`config.mk`:
```
export PLATFORM = sky130hd
export DESIGN_NAME = audio_dac_serializer
export DESIGN_NICKNAME = d
export VERILOG_FILES = /design/src/rtl/audio_dac_serializer_pkg.sv /design/src/rtl/audio_dac_serializer_sync.sv /design/src/rtl/audio_dac_serializer.sv
export SDC_FILE = /design/constraint.sdc
export NUM_CORES = 1
export LEC_CHECK = 0
export CAP_MARGIN = 20
export CORE_MARGIN = 10
export CORE_UTILIZATION = 55
export CTS_CLUSTER_DIAMETER = 40
export DETAILED_ROUTE_END_ITERATION = 16
export PLACE_DENSITY = 0.8
export SLEW_MARGIN = 20
export SYNTH_ARGS = -nofsm -noshare
export SYNTH_HDL_FRONTEND = slang
export SYNTH_SLANG_ARGS = --single-unit
```
`constraint.sdc`:
```
create_clock -name CLOCK_50 -period 7 [get_ports CLOCK_50]
set_input_delay 1.75 -clock CLOCK_50 [delete_from_list [all_inputs] [get_ports CLOCK_50]]
set_output_delay 1.75 -clock CLOCK_50 [all_outputs]
set_load 0.01 [all_outputs]
```
`src/rtl/audio_dac_serializer_pkg.sv`:
```
// audio_pkg: shared FSM state type and default sizes for the audio DAC serializer
package audio_pkg;
  typedef enum logic [1:0] {IDLE, LEFT, RIGHT} dac_state_t;
  localparam int AUDIO_SAMPLE_WIDTH = 32;
  localparam int AUDIO_FIFO_DEPTH = 8;
  localparam int AUDIO_UNDERFLOW_WIDTH = 8;
endpackage

```
`src/rtl/audio_dac_serializer_sync.sv`:
```
// sync_edge_detect: 2-flop synchronizer with registered-history rise/fall pulses
module sync_edge_detect (
  input  logic CLOCK_50,
  input  logic reset,
  input  logic din,
  output logic rise,
  output logic fall
);
  logic s0, s1, prev;
  always_ff @(posedge CLOCK_50)
    if (reset) {s0, s1, prev} <= 3'b000;
    else {s0, s1, prev} <= {din, s0, s1};
  assign rise = s1 & ~prev;
  assign fall = ~s1 & prev;
endmodule

```
`src/rtl/audio_dac_serializer.sv`:
```
// audio_dac_serializer: FIFO-buffered I2S DAC serializer; AUDIO_DAC_UNDERRUN_REPEAT_EN replays the last pair on underflow
module audio_dac_serializer import audio_pkg::*; #(
  parameter int FIFO_DEPTH = AUDIO_FIFO_DEPTH,
  parameter int SAMPLE_WIDTH = AUDIO_SAMPLE_WIDTH
) (
  input  logic CLOCK_50,
  input  logic reset,
  input  logic [SAMPLE_WIDTH-1:0] left_channel_audio_out,
  input  logic [SAMPLE_WIDTH-1:0] right_channel_audio_out,
  input  logic write_audio_out,
  input  logic clear_audio_out_memory,
  output logic audio_out_allowed,
  input  logic AUD_BCLK,
  input  logic AUD_DACLRCK,
  output logic AUD_DACDAT,
  output logic [$clog2(FIFO_DEPTH):0] fifo_level,
  output logic [AUDIO_UNDERFLOW_WIDTH-1:0] underflow_count
);
  localparam int AW = $clog2(FIFO_DEPTH);
  localparam int LW = AW + 1;
  localparam int CW = $clog2(SAMPLE_WIDTH + 1);
  localparam int PW = 2 * SAMPLE_WIDTH;
  localparam logic [CW-1:0] SAT = CW'(SAMPLE_WIDTH);
  logic [PW-1:0] mem [FIFO_DEPTH];
  logic [AW-1:0] wr_ptr, rd_ptr;
  logic [LW-1:0] level_nxt;
  logic [PW-1:0] pair;
  logic [SAMPLE_WIDTH-1:0] shreg, hold;
  logic [CW-1:0] cnt;
  dac_state_t state;
  logic bclk_fall, lrck_fall, lrck_rise, flush, push, pop, empty;
  sync_edge_detect u_bclk (.CLOCK_50(CLOCK_50), .reset(reset), .din(AUD_BCLK), .rise(), .fall(bclk_fall));
  sync_edge_detect u_lrck (.CLOCK_50(CLOCK_50), .reset(reset), .din(AUD_DACLRCK), .rise(lrck_rise), .fall(lrck_fall));
  assign flush = reset | clear_audio_out_memory;
  assign empty = fifo_level == '0;
  assign push = write_audio_out & audio_out_allowed & ~flush;
  assign pop = lrck_fall & ~empty & ~flush;
  assign level_nxt = fifo_level + LW'(push) - LW'(pop);
`ifdef AUDIO_DAC_UNDERRUN_REPEAT_EN
  logic [PW-1:0] last_pair;
  always_ff @(posedge CLOCK_50)
    if (flush) last_pair <= '0;
    else if (pop) last_pair <= mem[rd_ptr];
  assign pair = pop ? mem[rd_ptr] : last_pair;
`else
  assign pair = pop ? mem[rd_ptr] : '0;
`endif
  always_ff @(posedge CLOCK_50)
    if (push) mem[wr_ptr] <= {left_channel_audio_out, right_channel_audio_out};
  always_ff @(posedge CLOCK_50)
    if (flush) begin
      wr_ptr <= '0;
      rd_ptr <= '0;
      fifo_level <= '0;
      audio_out_allowed <= ~reset;
    end else begin
      wr_ptr <= wr_ptr + AW'(push);
      rd_ptr <= rd_ptr + AW'(pop);
      fifo_level <= level_nxt;
      audio_out_allowed <= level_nxt != LW'(FIFO_DEPTH);
    end
  always_ff @(posedge CLOCK_50)
    if (flush) begin
      state <= IDLE;
      shreg <= '0;
      hold <= '0;
      cnt <= '0;
      AUD_DACDAT <= 1'b0;
    end else if (lrck_fall) begin
      state <= LEFT;
      shreg <= pair[PW-1:SAMPLE_WIDTH];
      hold <= pair[SAMPLE_WIDTH-1:0];
      cnt <= '0;
    end else if (lrck_rise) begin
      cnt <= '0;
      if (state == LEFT) begin
        state <= RIGHT;
        shreg <= hold;
      end
    end else if (bclk_fall && state != IDLE) begin
      AUD_DACDAT <= (cnt != SAT) & shreg[SAMPLE_WIDTH-1];
      shreg <= shreg << 1;
      cnt <= cnt + CW'(cnt != SAT);
    end
  always_ff @(posedge CLOCK_50)
    if (reset) underflow_count <= '0;
    else if (lrck_fall && empty && !clear_audio_out_memory && underflow_count != '1)
      underflow_count <= underflow_count + AUDIO_UNDERFLOW_WIDTH'(1);
endmodule
```
======== Word level (Yosys, flattened, before mapping) ========
Memory sizes are Yosys's and may differ from the RTL's. A register that Yosys moved wholly into a read port is not among the register bits.
Index checks and enable logic that the tools add are counted.
word-level totals
  logic and storage cells ................. 74
  memories ................................ 1
  RAM bits ................................ 512
  bits in registers ....................... 98
operators by class
  equality and inequality tests ........... 5
  add/subtract/negate cells ............... 6
  bitwise gates (word level) .............. 17
  reduce and logical (&&, ||, !) cells .... 16
  muxes and demuxes ....................... 12
memories
  memory  depth  width  read ports  clocked after Yosys merged registers in  write ports  RTL line                    source
  mem     8      64     1           1                                        1            audio_dac_serializer.sv:24  logic [PW-1:0] mem [FIFO_DEPTH];
operator list
  operator                                        number
  2-to-1 mux 32 bit                               4
  2-to-1 mux 64 bit                               1
  adder 8 x 1 -> 8 bit (second input constant)    1
  bitwise AND 1 bit                               8
  != test 8 bit (second input constant)           1
  NOT 1 bit                                       8
  adder 3 x 1 -> 3 bit                            2
  adder 6 x 1 -> 6 bit                            1
  2-to-1 mux 1 bit                                6
  != test 6 bit (second input constant)           1
  AND reduction 2 bit                             3
  nonzero test 2 bit                              3
  adder 4 x 1 -> 4 bit                            1
  logical AND 1 bit                               4
  zero test 4 bit                                 1
  != test 4 bit (second input constant)           1
  subtractor 4 x 1 -> 4 bit                       1
  2-to-1 mux 3 bit                                1
  != test 3 x 2 -> 1 bit (second input constant)  1
  AND reduction 3 bit                             1
  nonzero test 3 bit                              1
  OR reduction 3 bit                              1
  == test 2 x 1 -> 1 bit (second input constant)  1
  OR reduction 2 bit                              1
  other kinds (2)                                 2

======== Logic depth before layout (Yosys ltp) ========
  word-level depth ........................ 7
  mapped depth ............................ 15
  depth with buffers taken out ............ 12

======== Hierarchy ========
A second synthesis with hierarchy kept.
second synthesis, totals
  cells, all modules ...................... 1287
  area, all modules ....................... 23261.1 µm²
by module, submodules not included
  module                instances  cells an instance  area each (µm²)
  audio_dac_serializer  1          1271               23078.4
  sync_edge_detect      2          8                  91.3

======== Least setup slack after synthesis ========
Ideal clock, no wire load.
  path type ............................... input -> register
  start ................................... input reset
  end ..................................... memory mem[0][0] (netlist name) (enable)
  cell stages on the path ................. 5
  data arrival time ....................... 6.733 ns
  buffers on the path ..................... 0
  setup time .............................. 0.565 ns
  setup slack ............................. -0.298 ns
  path through ............................ nor2_1 nand3_1 inv_1 nand2b_1 nor3_1
on the way
  longest elaborated chain between the ends .. 5
ends and longest elaborated chain
  element                                 RTL line                    source
  start: declaration                      audio_dac_serializer.sv:7   input logic reset,
  OR 1 bit                                audio_dac_serializer.sv:34  assign flush = reset | clear_audio_out_memory;
  NOT 1 bit                               audio_dac_serializer.sv:36  assign push = write_audio_out & audio_out_allowed & ~flush;
  bitwise AND 1 bit                       audio_dac_serializer.sv:36
  2-to-1 mux 1 bit                        audio_dac_serializer.sv:49  if (push) mem[wr_ptr] <= {left_channel_audio_out, right_channel_audio_out};
  2-to-1 mux 1 bit (not written as such)  audio_dac_serializer.sv:49
  end: declaration                        audio_dac_serializer.sv:24
No other way between the ends.

======== Final worst setup path ========
  start ................................... input reset
  end ..................................... memory mem[3][39] (netlist name) (enable)
The elaborated chain is that of the path after synthesis.

==> flow_summary_export.csv <==
group,metric,value,unit
run_status,outcome,"finished, final reports clean",
layout,final_nets,1431,
synthesis,synth_top_area_cell,"edfxtp_1",
clock_network,cts_tree,"done",
clock_network,cts.path.max_buffers,3,
die,dieHeight,227,um
power_and_ir_drop,power_density,281,mW/mm^2
synthesis,synth_area,0.0235,mm^2
die,die_x,227,um
worst_setup_path,crit_end,"mem[3][39]$_DFFE_PP_",
synthesis,synth_most_common_cell,"edfxtp_1",
sta,fin_crit_sh,64.3,%
sta,relSlewSlack,26.4,%
synthesis,synth.area.top_cells,"edfxtp_1 (66%), mux4_2 (12%), dfxtp_1 (8.4%), mux2i_1 (4.1%), or3_1 (1.7%)",
worst_setup_path,r2r_setup_slack,3.76,ns
drt,drtIter0Drc,1060,
worst_setup_path,worstRegToRegCells,11,
sta,fin_skew,0.0273,ns
worst_setup_path,cp-end-kind,"register",
synthesis,yosysTopAreaCellShare,65.5,%
power_and_ir_drop,power,7620,uW
clock_network,postCtsSetupBuffers,0,
clock_network,clkTransAtPathRegs,0.06,ns
layout,final_util,64.6,%
drt,wl_met3,2640,um
worst_setup_path,cp_max_fo,64,
grt,grt_first_pass_wirelength,72000,um
synthesis,synthArstFlopShare,0,%
drt,wl_per_cell,23.9,um
worst_setup_path,cp_data_required_time,7.20,ns
worst_setup_path,r2r-start,"fifo_level[2]$_SDFF_PP0_",
worst_setup_path,arrival,4.70,ns
synthesis,seq_area_frac_synth,73.9,%
min_path,worstHoldPathType,"register to register",
clock_network,clkSinkCount,610,
grt,grt_max_degree,113,
synthesis,syn-num-nets,1328,
placed_design,io_buffer_count,83,
grt,grt_pass1_vias,12200,
clock_network,clockRootBuffer,"clkbuf_16",
synthesis,postSynthCellCount,1241,
worst_setup_path,r2r_end,"audio_out_allowed$_DFF_P_",
placed_design,place_congestion,0.761,
worst_setup_path,crit_start,"reset",
synthesis,synth_edf_count,512,
grt,grt_usage,18.5,%
sta,hold_violations,0,
clock_network,htreeDepth,3,
drt,drt-vias-per-instance,6.03,
power_and_ir_drop,leakagePower,0.00818,uW
synthesis,yosysWarningCount,0,
worst_setup_path,worstSetupStartpointType,"input port",
power_and_ir_drop,vdd_drop_max,0.239,mV
drt,top_layer_used,"met5",
synthesis,yosysUniqueCellTypes,40,
sta,post-route-min-period,4.50,ns
drt,drcViolationCount,0,
die,core-area,0.0420,mm^2
placed_design,pre_cts_slack,1.69,ns
drt,drt_first_pass_iters,5,
synthesis,synthTopCellsByCount,"edfxtp_1 (512), mux4_2 (128), dfxtp_1 (98)",
layout,drive_gt1_share,19.4,%
die,initial_core_util,55.8,%
drt,vias,11700,
grt,grt-ovfl-total,0,
die,die_area,0.0513,mm^2
placed_design,hpwl,24900,um
worst_setup_path,worstSetupPathType,"input port to register",
sta,final.setup.worst_slack,2.50,ns
clock_network,clock_latency,0.61,ns
die,rows,75,
die,ioPinCount,84,
sta,grt_setup_unrepaired,"false",
synthesis,yosys_register_bits,610,
layout,syn2layout_area_growth,15.8,%
clock_network,cts_made_buffers,69,
sta,setup_viol,0,
grt,grt_antenna_before_repair,1,
drt,wl_met1,18700,um
sta,fmax,222,MHz
sta,finalSetupTns,0,ns
flow_run,maxCapViolCount,0,
sta,fin_hold_ws,0.451,ns
synthesis,avgSynthCellArea,18.9,um^2
synthesis,synth_flop_cell,"edfxtp_1",
sta,worst_pin_slew,1.10,ns
drt,ant_nets,0,
drt,wl_met2,23700,um
clock_network,cts_resized,0,
drt,routed_wl,46300,um
sta,report.final.slew_viol_count,0,
clock_network,ctsHoldBuffers,0,
==> registers in the layout, indices dropped and copies added, names as in the netlist, 2 cells and up <==
register	flops
mem	512
hold	32
shreg	32
underflow_count	8
cnt	6
fifo_level	4
rd_ptr	3
wr_ptr	3
state	2
==> metrics by stage <==
step,area [um^2],instances
2_1_floorplan,23500,1241
3_3_place_gp,24900,1812
3_5_place_dp,24900,1812
4_1_cts,27200,1938
5_1_grt,27200,1938
6_report,27200,1940
==> critical path: stages <==
cell,delay (ns)
clkdlybuf4s50_1,0.69
nor2_1,0.59
nand3_1,0.19
inv_1,0.15
nand2_1,0.26
nor2_4,0.17
buf_4,0.81
==> cell type report <==
cell class                      instances  area (um^2)
Antenna cell                            2         5.00
Tap cell                              539          674
Clock buffer                           82         1830
Sequential cell                       610        17300
Clock inverter                         44          468
Fill cell                            2748        14900
Timing Repair Buffer                  102          990
Inverter                               17         63.8
Multi-Input combinational cell        544         5790
==> cell usage in the layout (no fill, tap or decap), types with 9 or more instances in the layout <==
cell type and instances:
clkbuf_1 9, nand2_1 73, edfxtp_1 512, dfxtp_1 95
inv_1 17, o21ai_1 29, nor2_1 13, mux2i_1 97
ha_1 15, or3_1 63, a21oi_1 12, clkbuf_16 70
clkdlybuf4s50_1 83, buf_4 17, a31oi_1 32, mux4_2 128
==> routing by layer <==
metal	GRT usage, %	vias up
met5	0	-
met3	3.72	93
met1	23.7	6074
li1	-	5195
met4	6.97	2
met2	30.9	340
==> cells by family (layout without fill, tap and decap cells) <==
kind of cell / after synthesis / count (layout) / synth area share, %
adders and majority gates: 17 / 17 / 0.939
DFF: 610 / 610 / 73.9
other: 0 / 2 / 0
buffers and inverters: 87 / 245 / 1.76
AOI/OAI and AO/OA: 90 / 90 / 2.22
and+or+nand+nor: 203 / 203 / 4.41
xor gates and xnor gates: 9 / 9 / 0.336
muxes: 225 / 225 / 16.4
==> how the worst min path moves through the flow <==
stage / startpoint / endpoint / slack (ns) / cells past startpoint
6_report: hold[22]$_SDFFE_PP0P_ / hold[22]$_SDFFE_PP0P_ / 0.45 / 2
5_1_grt: hold[24]$_SDFFE_PP0P_ / hold[24]$_SDFFE_PP0P_ / 0.48 / 2
4_1_cts: hold[22]$_SDFFE_PP0P_ / hold[22]$_SDFFE_PP0P_ / 0.45 / 2
3_5_place_dp: hold[1]$_SDFFE_PP0P_ / hold[1]$_SDFFE_PP0P_ / 0.45 / 2
3_3_place_gp: u_bclk.s0$_SDFF_PP0_ / u_bclk.s1$_SDFF_PP0_ / 0.43 / 1
2_1_floorplan: u_bclk.s0$_SDFF_PP0_ / u_bclk.s1$_SDFF_PP0_ / 0.41 / 1
==> report_power, final <==
group	switching (uW)	total (uW)	internal (uW)	leakage (uW)
clock	1460	3550	2090	0.00110
sequential	3.06	3940	3940	0.00540
combinational	74.4	126	51.4	0.00169
Power figures use the tool's default switching activity.
